**src/rtl/bcd_pkg.sv**
```systemverilog
// Shared types and helpers for the sequential binary-to-BCD converter.
package bcd_pkg;

    typedef enum logic [1:0] {
        StIdle   = 2'd0,
        StShift  = 2'd1,
        StFinish = 2'd2
    } state_e;

    typedef logic [3:0] nibble_t;

    // Digits in 2^n (floor(n*log10(2))+1) also covers 2^n-1 for n>=1.
    function automatic int unsigned digits_for(input int unsigned n);
        return (n * 30103) / 100000 + 1;
    endfunction

endpackage

```
**src/rtl/bcd_add3.sv**
```systemverilog
// Double-dabble nibble corrector: values of 5 or more get +3 before the shift.
module bcd_add3
    import bcd_pkg::*;
(
    input  nibble_t nib_i,
    output nibble_t nib_o
);

    assign nib_o = (nib_i >= 4'd5) ? nib_i + 4'd3 : nib_i;

endmodule

```
**src/rtl/bin2bcd_seq.sv**
```systemverilog
// Sequential binary-to-BCD converter, one bit per clock, with start/busy/done handshake
// and a significant-digit count for the display driver.
module bin2bcd_seq
    import bcd_pkg::*;
#(
    parameter  int unsigned N    = 32,
    parameter  int unsigned NDIG = 10,
    localparam int unsigned CW   = $clog2(NDIG + 1)
) (
    input  logic              clk_i,
    input  logic              rst_i,
    input  logic              start_i,
    input  logic [N-1:0]      bin_i,
    output logic              busy_o,
    output logic              done_o,
    output logic [4*NDIG-1:0] bcd_o,
    output logic [CW-1:0]     ndig_o
);

    localparam int unsigned BW   = 4 * NDIG;
    localparam int unsigned SW   = BW + N;
    localparam int unsigned CNTW = $clog2(N + 1);

    state_e          state_q, state_d;
    logic [SW-1:0]   sr_q, sr_d;
    logic [CNTW-1:0] cnt_q, cnt_d;
    logic [BW-1:0]   bcd_q, bcd_d;
    logic [CW-1:0]   ndig_q, ndig_d;
    logic            done_q, done_d;

    logic [BW-1:0]   bcd_adj;
    logic [CW-1:0]   lead;

    for (genvar g = 0; g < NDIG; g++) begin : g_add3
        bcd_add3 u_add3 (
            .nib_i (sr_q[N+4*g +: 4]),
            .nib_o (bcd_adj[4*g +: 4])
        );
    end

    // Highest non-zero nibble wins; an all-zero value still shows one digit.
    always_comb begin
        lead = CW'(1);
        for (int i = 0; i < NDIG; i++) begin
            if (sr_q[N+4*i +: 4] != 4'd0) begin
                lead = CW'(i + 1);
            end
        end
    end

    always_comb begin
        state_d = state_q;
        sr_d    = sr_q;
        cnt_d   = cnt_q;
        bcd_d   = bcd_q;
        ndig_d  = ndig_q;
        done_d  = 1'b0;
        unique case (state_q)
            StIdle: begin
                if (start_i) begin
                    sr_d    = {{BW{1'b0}}, bin_i};
                    cnt_d   = CNTW'(N);
                    state_d = StShift;
                end
            end
            StShift: begin
                sr_d  = {bcd_adj, sr_q[N-1:0]} << 1;
                cnt_d = cnt_q - CNTW'(1);
                if (cnt_q == CNTW'(1)) begin
                    state_d = StFinish;
                end
            end
            StFinish: begin
                bcd_d   = sr_q[SW-1:N];
                ndig_d  = lead;
                done_d  = 1'b1;
                state_d = StIdle;
            end
            default: begin
                state_d = StIdle;
            end
        endcase
    end

    always_ff @(posedge clk_i) begin
        if (rst_i) begin
            state_q <= StIdle;
            sr_q    <= '0;
            cnt_q   <= '0;
            bcd_q   <= '0;
            ndig_q  <= CW'(1);
            done_q  <= 1'b0;
        end else begin
            state_q <= state_d;
            sr_q    <= sr_d;
            cnt_q   <= cnt_d;
            bcd_q   <= bcd_d;
            ndig_q  <= ndig_d;
            done_q  <= done_d;
        end
    end

    assign busy_o = (state_q == StShift);
    assign done_o = done_q;
    assign bcd_o  = bcd_q;
    assign ndig_o = ndig_q;

endmodule

```
**config.mk**
```make
export PLATFORM = sky130hd
export DESIGN_NAME = bin2bcd_seq
export DESIGN_NICKNAME = d
export VERILOG_FILES = /design/src/rtl/bcd_pkg.sv /design/src/rtl/bcd_add3.sv /design/src/rtl/bin2bcd_seq.sv
export SDC_FILE = /design/constraint.sdc
export NUM_CORES = 1
export LEC_CHECK = 0
export CORE_UTILIZATION = 45
export DETAILED_ROUTE_END_ITERATION = 7
export PLACE_DENSITY = 0.68
export SETUP_SLACK_MARGIN = 0.2
export SYNTH_ARGS = -nofsm -noshare
export SYNTH_HDL_FRONTEND = slang
export SYNTH_HIERARCHICAL = 1
export SYNTH_SLANG_ARGS = --single-unit
```
**constraint.sdc**
```tcl
create_clock -name clk_i -period 2.15 [get_ports clk_i]
set_input_delay 0.5375 -clock clk_i [delete_from_list [all_inputs] [get_ports clk_i]]
set_output_delay 0.5375 -clock clk_i [all_outputs]
set_load 0.01 [all_outputs]
```
# Word-level counts from Yosys, hierarchy flattened

Index checks and enable logic that the tools add are counted.

Logic and storage cells: 72
Flip-flop bits (word level): 125
Input bits: 35

Add/subtract/negate cells: 11
$lt $le $gt $ge: 10
Equality and inequality tests: 5
Reduce and logical (&&, ||, !) cells: 13
Multiplexer cells: 27

Operators by type and width:

| cell                  | number |
|---|---|
| $pmux W72 S2          | 1 |
| $mux W72              | 1 |
| $mux W4               | 16 |
| $ge A4 B3 Y1 const B  | 10 |
| $add A4 B2 Y4 const B | 9 |
| $reduce_bool A4 Y1    | 9 |
| $pmux W6 S2           | 1 |
| $mux W2               | 4 |
| $eq A6 B1 Y1 const B  | 1 |
| $mux W6               | 1 |
| $sub A6 B1 Y6 const B | 1 |
| $pmux W2 S2           | 1 |
| $reduce_and A2 Y1     | 2 |
| $add A3 B2 Y3 const B | 1 |
| $mux W3               | 1 |
| $eq A2 B1 Y1 const B  | 1 |
| $eq A2 B2 Y1 const B  | 1 |
| $logic_not A2 Y1      | 1 |
| $ne A2 B1 Y1 const B  | 1 |
| $ne A2 B2 Y1 const B  | 1 |
| $reduce_bool A2 Y1    | 1 |
| $mux W1               | 1 |

# Logic depth before layout (Yosys ltp)

Depth in word-level cells: 10
Gate-level depth with buffers: 8

# Cells and area by module

Netlist, hierarchy kept.

By module, submodules not included:

| module      | seq. area each (um^2) | area an instance (um^2) | times used | cells an instance |
|---|---|---|---|---|
| bin2bcd_seq | 2502.4                | 4788.3                  | 1          | 553 |
| bcd_add3    | 0.0                   | 101.3                   | 10         | 16 |

# Least setup slack after synthesis

OpenSTA, ideal clock, no wires.

Path kind: input to register
Start point: in start_i
End point: reg sr_q[17]
Data arrival time: 1.482 ns
Buffers on the path: 3
Cell stages on the path: 7
Data required time: 2.027 ns
Path slack: 0.545 ns
Cell sequence: buf_2 -> o21ba_2 -> buf_4 -> nor2_4 -> buf_4 -> a222oi_1 -> inv_1

Word-level cells in the longest chain between the ends: 2

Ends and longest elaborated chain:

| item                               | line              | text |
|---|---|---|
| from (decl)                        | bin2bcd_seq.sv:12 | `input logic start_i,` |
| $ne A2 B2 Y1 (no source line)      | --                |  |
| $reduce_and A2 Y1 (no source line) | --                |  |
| to (signal assigned)               | bin2bcd_seq.sv:95 | `sr_q <= sr_d;` |
| to (decl)                          | bin2bcd_seq.sv:25 | `logic [SW-1:0] sr_q, sr_d;` |

No other way between the ends.
A chain may end at the register's enable or synchronous reset.

# Worst setup path in the final report

Start point: reg state_q[1]
End point: out busy_o

Word-level cells in the longest chain between the ends: 1

Ends and longest elaborated chain:

| item                   | line               | text |
|---|---|---|
| from (decl)            | bin2bcd_seq.sv:24  | `state_e state_q, state_d;` |
| from (signal assigned) | bin2bcd_seq.sv:87  | `state_q <= StIdle;` |
| from (signal assigned) | bin2bcd_seq.sv:94  | `state_q <= state_d;` |
| $eq A2 B1 Y1           | bin2bcd_seq.sv:103 | `assign busy_o = (state_q == StShift);` |
| to (decl)              | bin2bcd_seq.sv:14  | `output logic busy_o,` |

No other way between the ends.

==> summary.md <==
| Metric | Value |
|---|---|
| Max Freq | `539 MHz` |
| FF-to-FF setup slack | `380 ps` |
| Warnings, synthesis | `6` |
| Multi-input logic area | `0.00298 mm²` |
| # fillers | `1,158` |
| FF/Latch Area | `0.00250 mm²` |
| Post-CTS Setup Inserts | `0` |
| Syn Nets | `766` |
| Drt pass-1 iters | `5` |
| Worst slew margin | `56.3%` |
| I/O pins | `81` |
| WL per Instance | `13.6 µm` |
| Die Span Y | `115 µm` |
| Outcome | `complete, no violations` |
| GRT Total Usage | `21.3%` |
| Worst path bufs/invs | `1` |
| CTS Hold Bufs | `0` |
| Clock buffer count from CTS | `17` |
| Layout cells sized above 1 | `9.31%` |
| Setup Viol. Count Final | `0` |
| Vias in the first global route | `4,731` |
| Final WS setup | `295 ps` |
| FF-to-FF Start | `sr_q[52]$_SDFFE_PP0P_` |
| Synthesized area | `0.00578 mm²` |
| CTS tree | `built` |
| Hold_sp | `bcd_o[13]$_SDFFE_PP0P_` |
| Worst slack at placement | `12.2 ps` |
| DP HPWL | `8860 µm` |
| Total power | `0.00603 W` |
| Crit path time final | `1860 ps` |
| Placer Congestion | `0.811` |
| # DRC | `0` |
| Worst Setup Start Kind | `flop` |
| CP max stage delay | `330 ps` |
| Clk_skew | `8.72 ps` |
| Avg Synthesized Cell Area | `8.15 µm²` |
| Root buffer cell | `clkbuf_16` |
| Antenna cells | `0` |
| Crit-path max FO | `5` |
| Final TNS setup | `0 ps` |
| H-tree levels | `4` |
| Clk Latency, worst-skew pair | `420 ps` |
| Hold Crit Class | `reg2reg` |
| Final nets | `840` |
| Crit Path Category | `reg2out` |
| Starting density of the core | `46.0%` |
| Die ar. | `0.0133 mm²` |
| Critical Path Sink Type | `output pin` |
| Hold Fails Final Rpt | `0` |
| Pwr/cell area | `818 mW/mm²` |
| Critical path origin | `state_q[1]$_SDFFE_PP0P_` |
| # clock sinks | `125` |
| Max Cap Violations | `0` |
| P&R area growth vs syn | `27.4%` |
| Pin count of the biggest net entering global routing | `51` |
| Worst Tran Pin Value | `650 ps` |
| Post-cts resize count | `2` |
| Slowest CP cell | `dfxtp_1` |
| Die width | `115 µm` |
| Crit path DAT | `1320 ps` |
| Tcrit/Tclk final | `86.3%` |
| Via Count | `5,039` |
| DRT Wirelength | `13,200 µm` |
| Grt ovf | `0` |
| Worst path required time | `1610 ps` |
| CTS max path bufs | `2` |
| Unrepaired setup endpoints after global routing | `no` |
| Count of pins over their slew limit | `0` |
| Worst-path cell chain | `and2b_2 > dlygate4sd2_1` |
| Initial antenna violation count | `0` |
| # rows | `41` |
| CP top delay family | `flip-flops` |
| DRT iter0 DRCs | `272` |
| Buffers on Ports | `80` |
| Clock slew at reported path FFs | `50 ps` |
| Leak | `2.95 nW` |
| Syn Inst Count | `709` |
| Global-route wire length before repair | `22,000 µm` |
| VDD IR max | `0.434 mV` |
| Core Area | `0.0126 mm²` |
| Vias/cell | `5.21` |
| Routed Antenna Nets | `0` |
==> cells in the final DEF (no fill, tap or decap), types with 22 or more instances in the layout <==
master	instances
clkdlybuf4s50_1	78
a21oi_1	66
inv_1	30
nor2b_1	23
nor2_1	88
a22o_1	41
nand2_1	126
ha_1	22
dfxtp_1	125
nor3_1	24
==> tightest hold or removal path: cells and delay by family, from the launching register on <==
kind,cells,cell delay (ps)
AND/OR/NAND/NOR,1,50
flip-flops,1,300
AO/OA/AOI/OAI,1,50
==> state kept, by name, indices dropped and copies added (netlist names) <==
name / flops
bcd_o: 40
done_o: 1
state_q: 2
cnt_q: 6
sr_q: 72
ndig_o: 4
==> stage by stage <==
stage          hold slack [ps]  util, %  instances  cell area [µm²]
2_1_floorplan              435        -        709             5780
3_3_place_gp               442     53.7        936             6750
3_5_place_dp               446     53.7        936             6750
4_1_cts                    453     58.5        967             7350
5_1_grt                    466     58.6        967             7370
6_report                   449     58.6        967             7370
==> path summary, 6_finish.rpt <==
path	end	cells past startpoint
max	busy_o	2
min	bcd_o[13]$_SDFFE_PP0P_	2
max reg2reg	ndig_o[2]$_SDFFE_PP0P_	4
min reg2reg	bcd_o[13]$_SDFFE_PP0P_	2
==> metal layers <==
metal  part of all wire (%)  routed length, µm  global-route usage [%]
met4                    1.7                228                    8.66
met3                    4.5                591                    6.17
met5                      0                  0                       0
met1                     45               5910                    25.7
met2                     49               6430                    35.4
==> power breakdown <==
part | internal [W] | switching, W | total, W
clock network | 0.00191 | 0.000997 | 0.00290
logic | 0.000284 | 0.000351 | 0.000635
registers | 0.00242 | 0.0000665 | 0.00249
total | 0.00461 | 0.00141 | 0.00603
==> cell type report <==
cell class / count / area share (%)
multi-input cells: 511 / 40.4
flip-flops and latches: 125 / 34.0
repair buffers: 98 / 13.0
clock buffers: 25 / 7.13
well taps: 172 / 2.92
inverters: 30 / 1.53
clock inverters: 6 / 1.09
Note: power is estimated with default switching activity, not from simulation.
